## src/rtl/dataset_load_ctrl_if.sv

```systemverilog
// -----------------------------------------------------------------------------
// dataset_load_ctrl_if
//
// Groups the three data-path handshakes driven by the dataset load sequencer:
//   - deserializer : des_en (enable), des_word / des_valid (assembled word strobe)
//   - RAM write    : ram_we / ram_ready (write handshake), ram_addr, ram_wdata
//   - compute core : core_start (one-cycle pulse), core_done (completion strobe)
//
// Modports:
//   master - the sequencer side (drives des_en, ram_*, core_start)
//   slave  - the environment side (deserializer, RAM and compute core)
//
// Parameters:
//   MAX_FEATURES - maximum feature count per data point
//   DATA_WIDTH   - word width, one 16-bit lane per feature plus one for y
//   ADDR_WIDTH   - RAM address width
// -----------------------------------------------------------------------------
interface dataset_load_ctrl_if #(
  parameter int MAX_FEATURES = 6,
  parameter int DATA_WIDTH   = 16 * (MAX_FEATURES + 1),
  parameter int ADDR_WIDTH   = 10
);

  // Deserializer side
  logic                  des_en;
  logic [DATA_WIDTH-1:0] des_word;
  logic                  des_valid;

  // Dataset RAM write port
  logic                  ram_we;
  logic                  ram_ready;
  logic [ADDR_WIDTH-1:0] ram_addr;
  logic [DATA_WIDTH-1:0] ram_wdata;

  // Compute core handshake
  logic                  core_start;
  logic                  core_done;

  modport master (
    output des_en,
    input  des_word,
    input  des_valid,
    output ram_we,
    input  ram_ready,
    output ram_addr,
    output ram_wdata,
    output core_start,
    input  core_done
  );

  modport slave (
    input  des_en,
    output des_word,
    output des_valid,
    input  ram_we,
    output ram_ready,
    input  ram_addr,
    input  ram_wdata,
    input  core_start,
    output core_done
  );

endinterface : dataset_load_ctrl_if

```

## src/rtl/dataset_load_ctrl.sv

```systemverilog
// -----------------------------------------------------------------------------
// dataset_load_ctrl
//
// Sequencer for the dataset-loading path of the regression engine. It enables
// the serial deserializer, takes each assembled data-point word, masks the
// unused feature lanes and writes the word into the dataset RAM at consecutive
// addresses. After the last point it pulses core_start, waits for core_done
// and then reports completion. Bad configurations and deserializer overruns
// land in ERR.
//
// Ports:
//   clk        - clock, all logic on the rising edge
//   rst_n      - asynchronous active-low reset, forces IDLE and clears outputs
//   start      - start request, only honoured in IDLE/DONE/ERR
//   num_dp     - number of data points to load (latched on accepted start)
//   feat       - feature count (latched on accepted start)
//   busy       - high in LOAD, WRITE, START, RUN
//   done       - high in DONE until the next accepted start
//   err        - high in ERR until the next accepted start or reset
//   bus        - master side of dataset_load_ctrl_if (deserializer, RAM
//                write port, compute core handshake)
//
// Every output is driven from a register; ram_addr is the low bits of the
// point counter register.
// -----------------------------------------------------------------------------
module dataset_load_ctrl #(
  parameter int MAX_FEATURES = 6,
  parameter int DATA_WIDTH   = 16 * (MAX_FEATURES + 1),
  parameter int DEPTH        = 1024,
  parameter int ADDR_WIDTH   = 10
) (
  input  logic                      clk,
  input  logic                      rst_n,
  input  logic                      start,
  input  logic [11:0]               num_dp,
  input  logic [3:0]                feat,
  output logic                      busy,
  output logic                      done,
  output logic                      err,
  dataset_load_ctrl_if.master       bus
);

  localparam int LANE_W    = 16;
  localparam int NUM_LANES = MAX_FEATURES + 1;
  localparam int CNT_W     = 12;

  typedef enum logic [2:0] {
    S_IDLE,
    S_LOAD,
    S_WRITE,
    S_START,
    S_RUN,
    S_DONE,
    S_ERR
  } state_t;

  state_t                state_reg;
  logic [CNT_W-1:0]      cnt_reg;
  logic [CNT_W-1:0]      num_dp_reg;
  logic [3:0]            feat_reg;
  logic [DATA_WIDTH-1:0] wdata_reg;
  logic                  des_en_reg;
  logic                  ram_we_reg;
  logic                  core_start_reg;
  logic                  busy_reg;
  logic                  done_reg;
  logic                  err_reg;

  logic [DATA_WIDTH-1:0] lane_mask;
  logic [CNT_W-1:0]      cnt_inc;
  logic                  cfg_bad;
  logic                  can_start;

  // ---------------------------------------------------------------------------
  // Lane mask: lanes 0..feat_reg pass (features plus y), higher lanes are
  // zeroed. Built from the latched feature count so the mask is stable for
  // the whole run regardless of what the feat input does afterwards.
  // ---------------------------------------------------------------------------
  generate
    for (genvar gi = 0; gi < NUM_LANES; gi++) begin : g_lane_mask
      assign lane_mask[gi*LANE_W +: LANE_W] =
        (feat_reg >= 4'(gi)) ? {LANE_W{1'b1}} : {LANE_W{1'b0}};
    end
  endgenerate

  // Configuration check uses the live inputs so an invalid start is visible
  // as err on the very next cycle.
  assign cfg_bad = (feat == 4'd0) ||
                   (feat > 4'(MAX_FEATURES)) ||
                   (num_dp == '0) ||
                   (num_dp > CNT_W'(DEPTH));

  assign cnt_inc   = cnt_reg + 1'b1;
  assign can_start = (state_reg == S_IDLE) || (state_reg == S_DONE) ||
                     (state_reg == S_ERR);

  // ---------------------------------------------------------------------------
  // Sequencer
  // ---------------------------------------------------------------------------
  always_ff @(posedge clk or negedge rst_n) begin
    if (!rst_n) begin
      state_reg      <= S_IDLE;
      cnt_reg        <= '0;
      num_dp_reg     <= '0;
      feat_reg       <= '0;
      wdata_reg      <= '0;
      des_en_reg     <= 1'b0;
      ram_we_reg     <= 1'b0;
      core_start_reg <= 1'b0;
      busy_reg       <= 1'b0;
      done_reg       <= 1'b0;
      err_reg        <= 1'b0;
    end else begin
      case (state_reg)
        S_IDLE, S_DONE, S_ERR: begin
          if (can_start && start) begin
            num_dp_reg <= num_dp;
            feat_reg   <= feat;
            done_reg   <= 1'b0;
            if (cfg_bad) begin
              err_reg   <= 1'b1;
              state_reg <= S_ERR;
            end else begin
              err_reg    <= 1'b0;
              cnt_reg    <= '0;
              des_en_reg <= 1'b1;
              busy_reg   <= 1'b1;
              state_reg  <= S_LOAD;
            end
          end
        end

        S_LOAD: begin
          if (bus.des_valid) begin
            wdata_reg  <= bus.des_word & lane_mask;
            ram_we_reg <= 1'b1;
            state_reg  <= S_WRITE;
          end
        end

        S_WRITE: begin
          // A new word while a write is still pending (including the accept
          // cycle itself) is an overrun: the pending write is abandoned.
          if (bus.des_valid) begin
            ram_we_reg <= 1'b0;
            des_en_reg <= 1'b0;
            busy_reg   <= 1'b0;
            err_reg    <= 1'b1;
            state_reg  <= S_ERR;
          end else if (bus.ram_ready) begin
            ram_we_reg <= 1'b0;
            cnt_reg    <= cnt_inc;
            if (cnt_inc == num_dp_reg) begin
              des_en_reg     <= 1'b0;
              core_start_reg <= 1'b1;
              state_reg      <= S_START;
            end else begin
              state_reg <= S_LOAD;
            end
          end
        end

        S_START: begin
          core_start_reg <= 1'b0;
          state_reg      <= S_RUN;
        end

        S_RUN: begin
          if (bus.core_done) begin
            busy_reg  <= 1'b0;
            done_reg  <= 1'b1;
            state_reg <= S_DONE;
          end
        end

        default: begin
          state_reg <= S_IDLE;
        end
      endcase
    end
  end

  // ---------------------------------------------------------------------------
  // Outputs
  // ---------------------------------------------------------------------------
  assign bus.des_en     = des_en_reg;
  assign bus.ram_we     = ram_we_reg;
  assign bus.ram_addr   = cnt_reg[ADDR_WIDTH-1:0];
  assign bus.ram_wdata  = wdata_reg;
  assign bus.core_start = core_start_reg;
  assign busy           = busy_reg;
  assign done           = done_reg;
  assign err            = err_reg;

endmodule : dataset_load_ctrl

```

## src/flat_wrapper.sv

```systemverilog
// flat-port wrapper written by rule: the top's interface ports become plain ports
module dataset_load_ctrl_flat 
#(
  parameter int MAX_FEATURES = 6,
  parameter int DATA_WIDTH   = 16 * (MAX_FEATURES + 1),
  parameter int DEPTH        = 1024,
  parameter int ADDR_WIDTH   = 10
)
  (clk, rst_n, start, num_dp, feat, busy, done, err, bus_des_en, bus_des_word, bus_des_valid, bus_ram_we, bus_ram_ready, bus_ram_addr, bus_ram_wdata, bus_core_start, bus_core_done);
  dataset_load_ctrl_if #(.MAX_FEATURES(MAX_FEATURES), .DATA_WIDTH(DATA_WIDTH), .ADDR_WIDTH(ADDR_WIDTH)) bus_i ();
  input  logic clk;
  input  logic rst_n;
  input  logic start;
  input  logic [11:0] num_dp;
  input  logic [3:0] feat;
  output logic busy;
  output logic done;
  output logic err;
  output wire logic [$bits(bus_i.des_en)-1:0] bus_des_en;
  input wire logic [$bits(bus_i.des_word)-1:0] bus_des_word;
  input wire logic [$bits(bus_i.des_valid)-1:0] bus_des_valid;
  output wire logic [$bits(bus_i.ram_we)-1:0] bus_ram_we;
  input wire logic [$bits(bus_i.ram_ready)-1:0] bus_ram_ready;
  output wire logic [$bits(bus_i.ram_addr)-1:0] bus_ram_addr;
  output wire logic [$bits(bus_i.ram_wdata)-1:0] bus_ram_wdata;
  output wire logic [$bits(bus_i.core_start)-1:0] bus_core_start;
  input wire logic [$bits(bus_i.core_done)-1:0] bus_core_done;
  assign bus_des_en = bus_i.des_en;
  assign bus_i.des_word = bus_des_word;
  assign bus_i.des_valid = bus_des_valid;
  assign bus_ram_we = bus_i.ram_we;
  assign bus_i.ram_ready = bus_ram_ready;
  assign bus_ram_addr = bus_i.ram_addr;
  assign bus_ram_wdata = bus_i.ram_wdata;
  assign bus_core_start = bus_i.core_start;
  assign bus_i.core_done = bus_core_done;
  dataset_load_ctrl #(.MAX_FEATURES(MAX_FEATURES), .DATA_WIDTH(DATA_WIDTH), .DEPTH(DEPTH), .ADDR_WIDTH(ADDR_WIDTH)) u_core (.clk(clk), .rst_n(rst_n), .start(start), .num_dp(num_dp), .feat(feat), .busy(busy), .done(done), .err(err), .bus(bus_i));
endmodule
```

## config.mk

```make
export PLATFORM = sky130hd
export DESIGN_NAME = dataset_load_ctrl_flat
export DESIGN_NICKNAME = d
export VERILOG_FILES = /design/src/rtl/dataset_load_ctrl_if.sv /design/src/rtl/dataset_load_ctrl.sv /design/src/flat_wrapper.sv
export SDC_FILE = /design/constraint.sdc
export NUM_CORES = 1
export LEC_CHECK = 0
export CAP_MARGIN = 40
export CORE_MARGIN = 1
export CORE_UTILIZATION = 47
export DETAILED_ROUTE_END_ITERATION = 7
export GPL_ROUTABILITY_DRIVEN = 0
export PLACE_DENSITY = 0.95
export SKIP_LAST_GASP = 1
export SYNTH_ARGS = -nofsm -noshare
export SYNTH_HDL_FRONTEND = slang
export SYNTH_SLANG_ARGS = --single-unit
export TNS_END_PERCENT = 5
```

## constraint.sdc

```tcl
create_clock -name clk -period 3.15 [get_ports clk]
set_input_delay 0.4725 -clock clk [delete_from_list [all_inputs] [get_ports clk]]
set_output_delay 0.4725 -clock clk [all_outputs]
set_load 0.01 [all_outputs]
```

==> out/qor.txt <==
Die Y-Extent - 119.1 µm
Sequential fraction of the synthesis area - 57.82%
Worst EP arrival - 2.56 ns
Unrepaired setup endpoints after global routing - no
Synth area leaders - dfrtp_1, a22o_1, mux2_2
#FFs+latches synth - 149
Worst reg2reg path depth - 6
Worst R2R Start - u_core.cnt_reg[0]
Worst-case vdd ir drop - 538.2 µV
Leakage dissipation - 4.233 nW
H-tree levels - 4
Most common flop cell mapped by yosys - dfrtp_1
Vias in the first global route - 5650
Clock transition at path regs - 0.06 ns
Fin crit period - 2.239 ns
Std-Cell Core Area - 13300 µm²
Ys async rst share - 100.0%
Post-CTS Resized - 0
Clock Sink Count - 149
Fillers - 882
Drt wl/cell - 20.29 µm
Post-route DRC violation count - 0
Pwr Total - 9.533 mW
Nets - 934
Syn Nets - 683
Antenna violations before repair - 0
Post-route insts no fill - 984
Total grt overflow - 0
Synth warn - 0
Distinct cells, synth - 58
Cells after Synth - 547
Switch share - 33.77%
Clock Skew - 0.008341 ns
CTS tree - yes
Post-Synthesis Cell Area - 6449 µm²
Seq pwr share - 36.7%
# hold bufs at CTS - 0
Internal power - 6.314 mW
Critical Path Source Type - primary input
Tcrit/Tclk final - 71.08%
Rel. slew slack - 48.95%
Clk_lat worst skew - 0.42 ns
P_sw - 3.219 mW
Largest register FFs - 112
Synth top area share - 57.82%
Fin area - 9706 µm²
Utilization after layout - 73.00%
CTS Buf Count - 17
Hold WS - 0.04690 ns
Placed cell area - 9176 µm²
Worst EP required - 3.47 ns
Largest net degree at the start of global routing - 77
Worst-path maximum fanout - 9
ANT cells - 0
Synth Area per Inst - 11.79 µm²
Starting DRT DRC Count - 537
Top Ports - 262
Critical path endpoint category - register
Combinational power share - 43.9%
PD cells - 982.2 nW/µm²
Clock power share - 19.5%
Reg area - 3729 µm²
Number of synthesized flops with an enable pin - 0
Setup WS post-layout - 0.9111 ns
FF-to-FF End - u_core.bus.core_start
Pre-antenna DRT Iters - 5
Clk root buf - clkbuf_16
Routed vias - 5595
Dpl hpwl - 14240 µm
Area Growth Syn to Fin - 50.50%
Die area - 14190 µm²
HP Class - in2async
Number of max-cap violations - 0
Setup TNS Final - 0 ns
FP Rows - 42
Largest area contributor in the netlist - dfrtp_1
Longest Clk Path Bufs - 2
Crit Path Class - in2reg
Least-Margin Pin Slew - 0.7657 ns
Chip width - 119.1 µm
DP Worst Slack - 0.5923 ns
Final WL - 19970 µm
Status - finished, final reports clean
Via density - 5.686
Final-report setup violation count - 0
DP Cell Count - 955
Fmax - 0.4466 GHz
First-pass GRT wire length - 31790 µm
Setup bufs post-CTS - 0
Antenna viol nets, final - 0
Layout cell share with drive strength beyond 1 - 10.52%
PortBufs - 261
Worst reg-to-reg setup slack - 0.98 ns
Final hold vios - 0
Initial Util - 48.50%
Slew Limit Fails - 0
Total track usage - 29.48%
Footprint of the multi-input gates - 2432 µm²
Worst Setup SP - num_dp[6]
==> layout make-up <==
cell class | instances | share of cell area [%]
repair buffers | 276 | 28.26
flip-flops and latches | 149 | 38.42
clock buffers | 20 | 4.602
inverters | 14 | 0.5414
multi-input cells | 340 | 25.06
clock inverters | 9 | 0.8508
well taps | 176 | 2.269
==> worst max path at each step <==
stage                                          end  slack, ns  depth (start not counted)
after floorplan              u_core.bus.core_start       1.34                          6
after global placement    u_core.bus.ram_wdata[47]       0.44                          5
after detailed placement  u_core.bus.ram_wdata[62]       0.59                          6
after CTS                        u_core.cnt_reg[7]       0.98                          7
after global routing             u_core.cnt_reg[2]       0.79                          7
final                            u_core.cnt_reg[7]       0.91                          7
==> kinds of logic after synthesis <==
kind of cell / count (synthesis) / share of synthesized area (%)
compound gates: 163 / 19.00
xor+xnor: 15 / 2.037
fa+ha+maj: 2 / 0.3880
buf+inv: 58 / 4.579
flops: 149 / 57.82
mux: 34 / 5.879
simple gates: 126 / 10.30
==> layer usage <==
| layer | routed length [µm] | part of all wire, % | vias up | global-route usage, % |
|---|---|---|---|---|
| met5 | 0 | 0 | - | 0 |
| met4 | 515 | 2.6 | 0 | 11.47 |
| met3 | 1535 | 7.7 | 35 | 7.711 |
| met2 | 10240 | 51 | 292 | 50.76 |
| met1 | 7675 | 38 | 2762 | 35.10 |
| li1 | - | - | 2506 | - |
==> critical path, cell delays in order <==
cell	delay, ns
clkdlybuf4s50_1	0.43
nor4_1	0.46
nand4_1	0.33
nand3_1	0.36
o21ai_1	0.13
buf_4	0.19
o21ai_0	0.19
==> cell usage in the layout, fill, tap and decap left out, types with 3 or more instances in the layout <==
cell,count
mux2i_1,3
a21oi_1,14
xnor2_1,8
and3_1,5
nor2b_1,3
nor3_1,12
nand3_1,10
clkdlybuf4s50_1,260
a21o_1,3
clkbuf_16,17
dfrtp_1,149
mux2_2,31
nand2_1,42
xor2_1,7
nor2_1,21
a22o_1,82
inv_1,14
buf_4,13
clkinv_2,4
o21ai_0,34
nand3b_1,3
nand4_1,6
o211ai_1,5
==> Yosys cell counts, types with 7 or more instances <==
library cell and number:
inv_1 14, mux2_2 31, nand2_1 43, clkbuf_1 9, nand3_1 10, nor2_1 21
buf_4 11, a22o_1 82, a21oi_1 14, xnor2_1 8, buf_2 23, o21ai_0 34
nor3_1 12, xor2_1 7, dfrtp_1 149
==> power by group through the flow <==
stage / logic, mW / registers (mW) / clock network [mW]
after floorplan: 1.78 / 3.65 / 0
after global placement: 3.99 / 3.43 / 0
after detailed placement: 4.15 / 3.48 / 0
after CTS: 4.20 / 3.48 / 1.89
after global routing: 4.48 / 3.59 / 2.00
final: 4.18 / 3.49 / 1.85
Power figures use the tool's default switching activity.
